## src/rtl/elevator_pkg.sv

```systemverilog
// Shared types, default sizes and floor helpers for the elevator scheduler.
package elevator_pkg;

    localparam int unsigned NUM_FLOORS_DEF  = 4;
    localparam int unsigned FLOOR_W_DEF     = 2;
    localparam int unsigned WDOG_CYCLES_DEF = 64;

    typedef enum logic [1:0] {
        IDLE = 2'd0,
        UP   = 2'd1,
        DOWN = 2'd2
    } state_e;

    // Absolute distance between two floor indices
    function automatic int unsigned floor_dist(input int unsigned a, input int unsigned b);
        return (a >= b) ? (a - b) : (b - a);
    endfunction

endpackage

```

## src/rtl/elevator_target_sel.sv

```systemverilog
// Combinational SCAN target selection from the latched calls and the car position.
module elevator_target_sel
    import elevator_pkg::*;
#(
    parameter int unsigned NUM_FLOORS = NUM_FLOORS_DEF,
    parameter int unsigned FLOOR_W    = FLOOR_W_DEF
) (
    input  logic [NUM_FLOORS-1:0] pending_i,
    input  logic [FLOOR_W-1:0]    current_floor_i,
    output logic [FLOOR_W-1:0]    above_o,
    output logic [FLOOR_W-1:0]    below_o,
    output logic                  has_above_o,
    output logic                  has_below_o,
    output logic                  nearest_dir_o,
    output logic [FLOOR_W-1:0]    nearest_o,
    output logic                  has_nearest_o
);

    logic [FLOOR_W-1:0] up_s;
    logic [FLOOR_W-1:0] dn_s;
    logic               has_up_s;
    logic               has_dn_s;
    int unsigned        dist_up;
    int unsigned        dist_dn;

    // Scan floors: inclusive above/below for travel, strict ones for the idle departure choice
    always_comb begin
        above_o     = '0;
        below_o     = '0;
        has_above_o = 1'b0;
        has_below_o = 1'b0;
        up_s        = '0;
        dn_s        = '0;
        has_up_s    = 1'b0;
        has_dn_s    = 1'b0;
        for (int unsigned f = 0; f < NUM_FLOORS; f++) begin
            if (pending_i[f]) begin
                if (!has_above_o && (FLOOR_W'(f) >= current_floor_i)) begin
                    above_o     = FLOOR_W'(f);
                    has_above_o = 1'b1;
                end
                if (!has_up_s && (FLOOR_W'(f) > current_floor_i)) begin
                    up_s     = FLOOR_W'(f);
                    has_up_s = 1'b1;
                end
                if (FLOOR_W'(f) <= current_floor_i) begin
                    below_o     = FLOOR_W'(f);
                    has_below_o = 1'b1;
                end
                if (FLOOR_W'(f) < current_floor_i) begin
                    dn_s     = FLOOR_W'(f);
                    has_dn_s = 1'b1;
                end
            end
        end

        dist_up = floor_dist(32'(up_s), 32'(current_floor_i));
        dist_dn = floor_dist(32'(dn_s), 32'(current_floor_i));

        // Ties go upward
        if (has_up_s && (!has_dn_s || (dist_up <= dist_dn))) begin
            nearest_dir_o = 1'b1;
            nearest_o     = up_s;
        end else begin
            nearest_dir_o = 1'b0;
            nearest_o     = dn_s;
        end
        has_nearest_o = has_up_s | has_dn_s;
    end

endmodule

```

## src/rtl/elevator_scheduler.sv

```systemverilog
// SCAN elevator scheduler: latches floor calls, drives the car's target floor.
// Optional stall watchdog enabled by defining ELEV_SCHED_WDOG_EN.
module elevator_scheduler
    import elevator_pkg::*;
#(
    parameter int unsigned NUM_FLOORS  = NUM_FLOORS_DEF,
    parameter int unsigned FLOOR_W     = FLOOR_W_DEF
`ifdef ELEV_SCHED_WDOG_EN
    ,
    parameter int unsigned WDOG_CYCLES = WDOG_CYCLES_DEF
`endif
) (
    input  logic                  clk_i,
    input  logic                  rst_i,
    input  logic [NUM_FLOORS-1:0] call_req_i,
    input  logic [FLOOR_W-1:0]    current_floor_i,
    input  logic                  door_open_i,
    output logic [FLOOR_W-1:0]    req_floor_o,
    output logic [NUM_FLOORS-1:0] pending_o,
    output logic                  dir_up_o,
    output logic                  dir_down_o
`ifdef ELEV_SCHED_WDOG_EN
    ,
    output logic                  wdog_fault_o
`endif
);

    logic [FLOOR_W-1:0]    cf;
    logic [NUM_FLOORS-1:0] pending_q;
    logic [NUM_FLOORS-1:0] pending_d;
    state_e                state_q;
    state_e                state_d;
    logic [FLOOR_W-1:0]    req_floor_q;
    logic [FLOOR_W-1:0]    req_floor_d;
    logic                  dir_up_q;
    logic                  dir_down_q;

    logic [FLOOR_W-1:0]    above;
    logic [FLOOR_W-1:0]    below;
    logic                  has_above;
    logic                  has_below;
    logic                  nearest_up;
    logic [FLOOR_W-1:0]    nearest;
    logic                  has_nearest;

    // Clamp floor reports beyond the top floor when the index space is wider than the building
    if ((1 << FLOOR_W) > NUM_FLOORS) begin : g_clamp
        assign cf = (current_floor_i > FLOOR_W'(NUM_FLOORS - 1)) ? FLOOR_W'(NUM_FLOORS - 1)
                                                                  : current_floor_i;
    end else begin : g_no_clamp
        assign cf = current_floor_i;
    end

    elevator_target_sel #(
        .NUM_FLOORS (NUM_FLOORS),
        .FLOOR_W    (FLOOR_W)
    ) u_target_sel (
        .pending_i       (pending_q),
        .current_floor_i (cf),
        .above_o         (above),
        .below_o         (below),
        .has_above_o     (has_above),
        .has_below_o     (has_below),
        .nearest_dir_o   (nearest_up),
        .nearest_o       (nearest),
        .has_nearest_o   (has_nearest)
    );

`ifdef ELEV_SCHED_WDOG_EN
    localparam int unsigned WCW = $clog2(WDOG_CYCLES + 1);

    logic [WCW-1:0]     wdog_cnt_q;
    logic [WCW-1:0]     wdog_cnt_d;
    logic [FLOOR_W-1:0] floor_q;
    logic               wdog_fault_q;
    logic               wdog_clr;
    logic               wdog_hit;

    // Stall detection: count cycles spent travelling with no floor change and no door activity
    always_comb begin
        wdog_clr   = (state_q == IDLE) || (cf != floor_q) || door_open_i;
        wdog_hit   = !wdog_clr && (wdog_cnt_q == WCW'(WDOG_CYCLES - 1));
        wdog_cnt_d = wdog_clr ? '0 : wdog_cnt_q + WCW'(1);
    end

    // Watchdog counter, last-floor tracker and sticky fault flag
    always_ff @(posedge clk_i or posedge rst_i) begin
        if (rst_i) begin
            wdog_cnt_q   <= '0;
            floor_q      <= '0;
            wdog_fault_q <= 1'b0;
        end else begin
            wdog_cnt_q   <= wdog_cnt_d;
            floor_q      <= cf;
            wdog_fault_q <= wdog_fault_q | wdog_hit;
        end
    end

    assign wdog_fault_o = wdog_fault_q;
`endif

    // Call latch: serving a floor wins over a same-cycle press of that floor
    always_comb begin
        pending_d = pending_q;
        for (int unsigned f = 0; f < NUM_FLOORS; f++) begin
            if (door_open_i && (cf == FLOOR_W'(f))) begin
                pending_d[f] = 1'b0;
            end else if (call_req_i[f]) begin
                pending_d[f] = 1'b1;
            end
        end
    end

    // SCAN next-state and target selection
    always_comb begin
        state_d     = state_q;
        req_floor_d = req_floor_q;
        unique case (state_q)
            IDLE: begin
                if (has_nearest) begin
                    state_d     = nearest_up ? UP : DOWN;
                    req_floor_d = nearest;
                end else begin
                    state_d     = IDLE;
                    req_floor_d = cf;
                end
            end
            UP: begin
                if (has_above) begin
                    state_d     = UP;
                    req_floor_d = above;
                end else if (has_below) begin
                    state_d     = DOWN;
                    req_floor_d = below;
                end else begin
                    state_d     = IDLE;
                    req_floor_d = cf;
                end
            end
            DOWN: begin
                if (has_below) begin
                    state_d     = DOWN;
                    req_floor_d = below;
                end else if (has_above) begin
                    state_d     = UP;
                    req_floor_d = above;
                end else begin
                    state_d     = IDLE;
                    req_floor_d = cf;
                end
            end
            default: begin
                state_d     = IDLE;
                req_floor_d = cf;
            end
        endcase
`ifdef ELEV_SCHED_WDOG_EN
        // A tripped watchdog parks the car where it is; calls keep latching
        if (wdog_fault_q || wdog_hit) begin
            state_d     = IDLE;
            req_floor_d = cf;
        end
`endif
    end

    // FSM state, call latch and registered outputs
    always_ff @(posedge clk_i or posedge rst_i) begin
        if (rst_i) begin
            pending_q   <= '0;
            state_q     <= IDLE;
            req_floor_q <= '0;
            dir_up_q    <= 1'b0;
            dir_down_q  <= 1'b0;
        end else begin
            pending_q   <= pending_d;
            state_q     <= state_d;
            req_floor_q <= req_floor_d;
            dir_up_q    <= (state_d == UP);
            dir_down_q  <= (state_d == DOWN);
        end
    end

    assign req_floor_o = req_floor_q;
    assign pending_o   = pending_q;
    assign dir_up_o    = dir_up_q;
    assign dir_down_o  = dir_down_q;

endmodule

```

## config.mk

```make
export PLATFORM = sky130hd
export DESIGN_NAME = elevator_scheduler
export DESIGN_NICKNAME = d
export VERILOG_FILES = /design/src/rtl/elevator_pkg.sv /design/src/rtl/elevator_target_sel.sv /design/src/rtl/elevator_scheduler.sv
export SDC_FILE = /design/constraint.sdc
export NUM_CORES = 1
export LEC_CHECK = 0
export BUFFER_PORTS_ARGS = -buffer_cell sky130_fd_sc_hd__buf_4
export CAP_MARGIN = 0
export CORE_UTILIZATION = 61
export CTS_BUF_LIST = sky130_fd_sc_hd__clkbuf_16
export DETAILED_ROUTE_END_ITERATION = 12
export MAX_ROUTING_LAYER = met4
export PLACE_DENSITY = 0.85
export SETUP_SLACK_MARGIN = 0.5
export SLEW_MARGIN = 20
export SYNTH_ARGS = -nofsm -noshare
export SYNTH_HDL_FRONTEND = slang
export SYNTH_SLANG_ARGS = --single-unit
export TNS_END_PERCENT = 5
```

## constraint.sdc

```tcl
create_clock -name clk_i -period 4.7 [get_ports clk_i]
set_input_delay 0.705 -clock clk_i [delete_from_list [all_inputs] [get_ports clk_i]]
set_output_delay 0.705 -clock clk_i [all_outputs]
set_load 0.01 [all_outputs]
```

* After elaboration in Yosys (flattened, before gate mapping) *
Cells that the tools add are included.

operators by class
  bitwise gates (word level) = 1
  order comparisons = 19
  shifts and indexed selects = 0
  add/sub/neg operators = 4
  multiplexer cells = 81
  div/mod/pow operators = 0
  $mul = 0
  reduce and logical (&&, ||, !) cells = 25
  eq/ne operators = 7

operators by type and width
  operator              number
  $mux W32              2
  $mux W2               31
  $mux W1               46
  $le A32 B32 Y1        1
  $pmux W2 S3           2
  $sub A2 B2 Y3         4
  $logic_and A1 B1 Y1   11
  $eq A2 B2 Y1 const B  4
  $reduce_bool A2 Y1    4
  $logic_not A1 Y1      7
  $eq A2 B1 Y1 const B  3
  $ge A1 B2 Y1 const A  2
  $ge A2 B2 Y1          2
  $ge A2 B2 Y1 const A  2
  $gt A1 B2 Y1 const A  2
  $gt A2 B2 Y1 const A  2
  $le A1 B2 Y1 const A  2
  $le A2 B2 Y1 const A  2
  $logic_not A2 Y1      2
  $lt A1 B2 Y1 const A  2
  $lt A2 B2 Y1 const A  2
  $logic_or A1 B1 Y1    1
  $or A1 B1 Y1          1

word-level totals
  output and inout port bits = 8
  memories kept = 0
  RAM bits = 0
  latch bits = 0
  register bits = 10
  input bits = 9
  bits in read-only memories = 0

* Logic depth before layout (Yosys ltp) *
Gate-level depths: netlist of the first run.

  depth after elaboration = 25
  depth in mapped cells = 15

* By module *
From an unflattened synthesis of the first run, not the netlist that was laid out.

unflattened totals
  cells, all modules = 127
  area, all modules = 1099.8 µm²

modules (own cells, without submodules)
  module               sequential area each (µm²)  cells each  area an instance (µm²)  instances
  elevator_target_sel  0.0                         71          550.5                   1
  elevator_scheduler   250.2                       56          549.3                   1

* Worst setup path before layout of the first run *
No wires, ideal clock.

  kind = input -> register
  from = input port current_floor_i[1]
  to = register req_floor_q[1], in the netlist req_floor_o[1]
  cell stages on the path = 13
  arrival time = 3.089 ns
  data required time = 4.574 ns
  setup slack = 1.484 ns
  path buffers = 2
  path through = buf_2 buf_6 mux2i_1 a21oi_1 ha_1 fa_1 nand2_1 mux2i_1 ha_1 a31oi_1 a22o_1 a31oi_1 a311o_1

on the way
  longest elaborated chain between the ends = 23

ends and longest elaborated chain
  what                      line                       RTL
  from (decl)               elevator_scheduler.sv:16   input logic [FLOOR_W-1:0] current_floor_i,
  $gt A1 B2 Y1              elevator_target_sel.sv:42  if (!has_up_s && (FLOOR_W'(f) > current_floor_i)) begin
  $mux W1                   elevator_target_sel.sv:42
  $mux W1                   elevator_target_sel.sv:37  if (pending_i[f]) begin
  $logic_not A1 Y1          elevator_target_sel.sv:42
  $logic_and A1 B1 Y1       elevator_target_sel.sv:42
  $mux W1                   elevator_target_sel.sv:42
  $mux W1                   elevator_target_sel.sv:37
  $logic_not A1 Y1          elevator_target_sel.sv:42
  (+8 left out)             --
  $mux W32                  elevator_pkg.sv:16         return (a >= b) ? (a - b) : (b - a);
  $le A32 B32 Y1            elevator_target_sel.sv:61  if (has_up_s && (!has_dn_s || (dist_up <= dist_dn))) begin
  $logic_or A1 B1 Y1        elevator_target_sel.sv:61
  $logic_and A1 B1 Y1       elevator_target_sel.sv:61
  $mux W2                   elevator_target_sel.sv:61
  $mux W2                   elevator_scheduler.sv:120  if (has_nearest) begin
  $pmux W2 S3 (*)           elevator_scheduler.sv:118  unique case (state_q)
  named net req_floor_d[1]  elevator_scheduler.sv:34   logic [FLOOR_W-1:0] req_floor_d;
  to (signal assigned)      elevator_scheduler.sv:177  req_floor_q <= req_floor_d;
  to (decl)                 elevator_scheduler.sv:33   logic [FLOOR_W-1:0] req_floor_q;

Mark *: on every way through the listed nets, which the timed path passes. The rest lies on a longest branch.
A chain may end at the register's enable or synchronous reset.

* Final worst setup path of the first run *
Same ends and word-level chain as after synthesis.

==> results of run 1 <==
[registers in the layout, summed over array words and instances, names as in the netlist]
name and count:
dir_down_o 1, state_q 2, dir_up_o 1, pending_o 4
req_floor_o 2
[cell type report]
cell class	count	area, µm²
Multi-Input combinational cell	108	782.0
Fill cell	127	426.7
Sequential cell	10	250.2
Timing Repair Buffer	16	120.1
Clock buffer	3	75.07
Inverter	11	41.29
Tap cell	25	31.28
[where the power goes]
group	internal [µW]	leakage [µW]	total (µW)	switching, µW
Sequential	115	0.000113	152	36.2
Combinational	119	0.000464	242	123
Clock	110	0.0000370	145	35.3
[cell families after synthesis]
logic type,count (synthesis)
AOI/OAI and AO/OA,50
adders and majority gates,14
buffers and inverters,21
DFF,10
muxes,3
and+or+nand+nor,41
[worst reg2reg max path, cell delays in order, from the launching register on]
cell and delay, ns:
dfrtp_1 0.62, nand2_1 0.13, a21oi_1 0.25, inv_1 0.11, ha_1 0.22, fa_1 0.45
nand2_1 0.07, o21ai_0 0.09, ha_1 0.31, a31oi_1 0.20, a22o_1 0.20, a31oi_1 0.09
a311o_1 0.36
[Yosys cell counts]
library cell  number
nand2_1           14
nor2_1            11
dfrtp_1           10
ha_1              10
inv_1             10
o21ai_0            9
a21oi_1            8
a31oi_1            6
buf_2              4
fa_1               4
a21o_1             3
a22oi_1            3
clkbuf_1           3
mux2i_1            3
nand2b_1           3
nand3_1            3
nor2b_1            3
o21a_1             3
a211o_1            2
a31o_2             2
buf_6              2
nand3b_1           2
or2_2              2
a2111oi_2          1
a211oi_2           1
a21boi_0           1
a21boi_1           1
a221oi_1           1
a22o_1             1
a311o_1            1
a31o_1             1
a32o_1             1
and2b_4            1
and3_1             1
buf_4              1
clkinv_1           1
nor4_1             1
o21ai_1            1
o21bai_1           1
o22ai_1            1
o31a_1             1
o32ai_1            1
[metal layers]
metal / GRT usage (%) / up-vias / share of wire (%)
met5: - / - / 0
met4: 4.242 / 0 / 0.56
met3: 8.400 / 2 / 8.8
met2: 48.70 / 61 / 49
met1: 39.30 / 521 / 41
li1: - / 515 / -
[per-stage QoR]
| step | setup WS [ns] | area (µm²) | total power [µW] | hold slack, ns |
|---|---|---|---|---|
| finish | 1.288 | 1300 | 539.0 | 0.4535 |
| global route | 1.091 | 1300 | 574.3 | 0.4801 |
| CTS | 1.336 | 1300 | 535.1 | 0.4626 |
| detailed placement | 1.109 | 1225 | 388.1 | 0.7060 |
| global placement | 1.183 | 1225 | 377.4 | 0.6987 |
| floorplan | 1.484 | 1135 | 317.0 | 0.5452 |
[worst paths after layout]
check / from / endpoint / slack [ns] / cells past startpoint
setup / recovery: current_floor_i[1] / req_floor_o[1] / 1.29 / 14
hold / removal: rst_i / pending_o[0] / 0.45 / 2
setup reg to reg: pending_o[1] / req_floor_o[1] / 1.47 / 12
hold reg to reg: state_q[0] / dir_down_o / 0.72 / 2
max in group asynchronous: rst_i / state_q[0] / 3.97 / 2
min in group clk_i: door_open_i / pending_o[0] / 0.69 / 2
==> reports/metrics.yaml, run 1 <==
status: "finished, final reports clean"
ys_seq_area_share_pct: 22.05
fin_cells: 173
initial_core_util_pct: 65.72
placed_cells: 170
htreeDepth: 1
hold_viol: 0
viasPerCell: 6.353
wl_um: 2664
core_um2: 1727
ys_types: 42
finalWorstPathRequiredPeriod_ns: 3.412
path_max_fanout: 25
slowest_stage: "fa_1"
clk_latency_ns: 0.23
skew_ns: 0.001264
maxSlewViolCount: 0
path_delay_family: "compound AO/OA/AOI/OAI gates"
fin_util_pct: 75.29
grt_first_pass_wirelength_um: 4326
numCtsBuffers: 3
cp-end-kind: "flip-flop"
ys_top_cells_by_area: "dfrtp_1, ha_1, fa_1"
wl_per_cell_um: 15.40
synth_nets: 162
dr.first_iter.drc_count: 58
drv_cap: 0
ir_drop_uv: 337.2
mostFrequentLayoutCells: "buf_4, nand2_1, nor2_1"
slew-limit-headroom_pct: 68.59
post-dp-hpwl_um: 1922
max_stage_delay_ns: 0.40
start_kind: "primary input"
num_antenna_cells: 0
grt_max_degree: 26
synthMuxAreaShare_pct: 2.646
fin_crit_sh_pct: 72.60
clock-sinks: 10
die-area_um2: 2037
root_buffer: "clkbuf_16"
fin_tns_setup_ns: 0
ys_warn_count: 0
rsz0062_at_grt: "false"
drc_errors: 0
cp_common_cell: "a31oi_1"
worst_pin_slew_ns: 0.4711
layout.nets: 173
grt_usage_pct: 30.46
drt_pre_antenna_iters: 4
drive_gt1_share_pct: 17.57
yosysTopAreaCell: "dfrtp_1"
netlist_instances: 139
max_freq_mhz: 293.1
area_growth_pct: 14.55
path_cells: "buf_4 -> nand2b_1 -> nor2_1 -> a21oi_1 -> o21a_1 -> inv_1 -> fa_1 -> nand2_1 -> mux2i_1 -> ha_1 -> a31oi_1 -> a22o_1 -> a31oi_1 -> a311o_1"
ios: 17
gp_congestion: 0.9068
ant_nets: 0
p_per_area_nw_per_um2: 414.6
die_w_um: 45.13
syn_area_um2: 1135
crit_type: "primary input to flip-flop"
row_count: 15
io_buffers: 16
hold_class: "primary input to async pin"
worstPathArrival_ns: 3.52
ys_ff_latch: 10
layout_commonest_cell: "buf_4"
cts_tree: "yes"
cts_setup_buffers: 0
critical_path_required_ns: 4.80
cts_hold_buf: 0
synth_compound_area_share_pct: 30.87
cellLeakagePower_uw: 0.0006145
clk_path_buf_depth: 2
synth_top_family_by_area: "compound AO/OA/AOI/OAI gates"
synth_area_per_cell_um2: 8.164
setup_violations: 0
yosys.area_share.adder_pct: 18.08
yosys.area_share.simple_pct: 17.31
synthXorXnorAreaFrac_pct: 0
clk_pin_slew_worst_paths_ns: 0.04
grt-ovfl-total: 0
fp.dieH_um: 45.13
critical_path_buf_inv_count: 2
yosysTopAreaCellShare_pct: 22.05
antenna_found_initial: 0
dr_total_vias: 1099
grt_pass1_vias: 980
cts_resized: 0
No activity file was read; power rests on OpenSTA's default activity.
==> inputs of run 2 (changes only) <==
ABC_AREA = 1   (was unset)
CORE_UTILIZATION = 56   (was 61)
PLACE_DENSITY = 0.78   (was 0.85)
clock period = 3.57 ns   (was 4.7 ns; I/O delays follow)
==> run 2 against run 1 <==
  * Cell count increased by 16%
  * Sequential power increased by 16%
  * Non-clock buffer count did not move
  * Critical path depth is 4 higher
  * Critical path type unchanged
  * Power up 35%
  * Synthesized area increased by 2.6%
  * Sequential share of layout area fell by 1.1 points
  * Critical endpoint is now dir_down_o
  * Clock power is 37% higher
  * Wire length decreased by 13%
  * Synthesized cell count up 12%
==> reports/metrics.yaml, run 2 <==
area_growth_pct: 18.05
slew-limit-headroom_pct: 74.64  # +6.0 points
root_buffer: "clkbuf_16"
path_cells: "buf_4 -> inv_6 -> nand2_2 -> inv_1 -> o21ai_1 -> inv_1 -> ha_1 -> a21oi_1 -> mux2i_1 -> ha_1 -> nand2_1 -> nand2_1 -> nand2_1 -> nand2_1 -> nand3_4 -> nand2_4 -> nand3_2 -> nand3_1"
layout.nets: 197  # +14%
power_frac_seq_pct: 24.1  # -4.0 points
cellLeakagePower_uw: 0.0007579  # +23%
wl_per_cell_um: 11.58  # -25%
p_per_area_nw_per_um2: 531.1  # +28%
worstPathArrival_ns: 2.92  # -0.60 ns
htreeDepth: 1  # unchanged
switching_share_pct: 39.23  # +3.1 points
clkPwrFrac_pct: 27.2  # +0.3 points
critical_path_required_ns: 3.68  # -1.12 ns
p_comb_share_pct: 48.7  # +3.8 points
max_stage_delay_ns: 0.31  # -0.09 ns
setup_slack_ns: 0.7575  # -0.5303 ns
initial_core_util_pct: 59.37  # -6.3 points
cp-end-kind: "flip-flop"
ant_nets: 0  # unchanged
design_area_um2: 1375  # +5.8%
ios: 17  # unchanged
clock-sinks: 10  # unchanged
cp_common_cell: "nand2_1"
clk_path_buf_depth: 2  # unchanged
grt-ovfl-total: 0  # unchanged
drc_errors: 0  # unchanged
fin_crit_sh_pct: 78.78
skew_ns: 0.001852  # +0.0005874 ns
dr_total_vias: 1040  # -5.4%
path_max_fanout: 13  # -48%
grt_first_pass_wirelength_um: 3788  # -12%
grt_max_degree: 14  # -46%
ys_seq_area_share_pct: 21.48  # -0.57 points
place_ws_ns: 0.4346  # -0.6742 ns
path_delay_family: "simple AND/OR/NAND/NOR gates"
fin_util_pct: 70.09  # -5.2 points
rsz0062_at_grt: "false"
syn_area_um2: 1165  # +2.6%
crit_type: "primary input to flip-flop"
ys_top_cells_by_area: "dfrtp_1, ha_1, nand2_1"
yosys_most_used_dff: "dfrtp_1"
wl_um: 2316  # -13%
layout_commonest_cell: "nand2_1"
synth_most_common_cell: "nand2_1"
antenna_found_initial: 0  # unchanged
ys_warn_count: 0  # unchanged
switching_power_uw: 286.5  # +47%
die_w_um: 47.61  # +5.5%
drv_cap: 0  # unchanged
numCtsBuffers: 3  # unchanged
grt_pass1_vias: 878  # -10%
largest_register_ffs: 4  # unchanged
hold_class: "primary input to async pin"
hold_viol: 0  # unchanged
viasPerCell: 5.200  # -18%
grt_usage_pct: 24.18  # -6.3 points
ys_types: 25  # -40%
gp_congestion: 0.8718  # -3.9%
mostFrequentLayoutCells: "nand2_1, inv_1, buf_4"
worst_pin_slew_ns: 0.3800  # -0.09114 ns
post-dp-hpwl_um: 1755  # -8.7%
yosysTopAreaCellShare_pct: 21.48  # -0.57 points
fin_tns_setup_ns: 0  # unchanged
setup_violations: 0  # unchanged
ys_ff_latch: 10  # unchanged
async_reset_ff_share_pct: 100.0  # unchanged
maxSlewViolCount: 0  # unchanged
yosysTopAreaCell: "dfrtp_1"
synth_edf_count: 0  # unchanged
core_um2: 1962  # +14%
placed_area_um2: 1296  # +5.8%
slowest_stage: "ha_1"
status: "finished, final reports clean"
synth_common_cells: "nand2_1, inv_1, nand2_2"
clk_latency_ns: 0.24  # about the same
dr.first_iter.drc_count: 17  # -71%
drive_gt1_share_pct: 30.06  # +12 points
drt_pre_antenna_iters: 4  # unchanged
fp.dieH_um: 47.61  # +5.5%
fillers: 177  # +39%
critical_path_buf_inv_count: 4  # +2
p_int_uw: 443.8  # +29%
start_kind: "primary input"
timing.rr.start: "pending_o[3]"
row_count: 16  # +1
netlist_instances: 155  # +12%
num_antenna_cells: 0  # unchanged
ir_drop_uv: 506.4  # +50%
io_buffers: 16  # unchanged
synth_nets: 178  # +9.9%
crit_start: "current_floor_i[1]"
clk_pin_slew_worst_paths_ns: 0.04  # about the same
max_freq_mhz: 355.6
synth_area_per_cell_um2: 7.515  # -7.9%
cts_tree: "yes"
finalWorstPathRequiredPeriod_ns: 2.812
die-area_um2: 2267  # +11%
-- run 2: cell count changes after synthesis, moves of 6 or more --
cell,previous run,this run
inv_1,10,25
inv_2,0,7
nand2_1,14,33
nand2_2,0,11
nand3_1,3,9
nand3_2,0,7
o21ai_0,9,2
-- run 2: path summary, 6_finish.rpt --
check | end | slack [ns] | cells past startpoint
worst max register to register | req_floor_o[1] | 0.87 | 18
max in group asynchronous | req_floor_o[1] | 3.02 | 2
min in group clk_i | pending_o[0] | 0.48 | 2
worst min register to register | pending_o[3] | 0.62 | 2
worst max-delay path | dir_down_o | 0.76 | 18
worst min-delay path | pending_o[3] | 0.28 | 2
-- run 2: logic make-up after synthesis --
kind of cell | count (synthesis) | synth area share (%)
AO/OA/AOI/OAI | 18 | 8.916
adder cells (fa/ha/maj) | 14 | 17.62
multiplexers | 1 | 0.8593
flip-flops | 10 | 21.48
AND/OR/NAND/NOR | 77 | 38.13
buffers and inverters | 35 | 13.00
-- run 2: timing repair --
action,4_1_cts,5_1_grt
endpoints found under the setup margin,0,5
resized for setup,0,1
hold buffers,0,0
buffers inserted,0,0
-- run 2: final cells by class --
type                            instances  area, µm²  area share [%]
Tap cell                               27      33.78           2.457
Sequential cell                        10      250.2           18.20
Clock buffer                            3      75.07           5.460
Clock inverter                          1      3.754          0.2730
Inverter                               33      128.9           9.372
Timing Repair Buffer                   16      120.1           8.735
Multi-Input combinational cell        110      763.2           55.50
-- run 2: per-layer routing --
layer | GRT usage [%] | vias to the layer above | wire length, µm
met1 | 32.80 | 479 | 1024
met4 | 2.778 | 0 | 18
met5 | - | - | 0
met3 | 7.170 | 2 | 117
li1 | - | 527 | -
met2 | 36.71 | 32 | 1156
-- run 2: power by group through the flow --
stage               Sequential (µW)  Combinational (µW)  Clock (µW)
floorplan                       188                 251           0
CTS                             176                 356         199
finish                          176                 355         199
global placement                178                 342           0
global route                    182                 410         205
detailed placement              177                 351           0
-- run 2: per-stage QoR --
stage	hold WS, ns	power, µW	instances
after floorplan	0.3757	438.4	155
after detailed placement	0.5448	528.0	196
after global routing	0.3256	796.9	200
final	0.2784	730.3	200
after global placement	0.5349	520.7	196
after CTS	0.2977	731.1	200
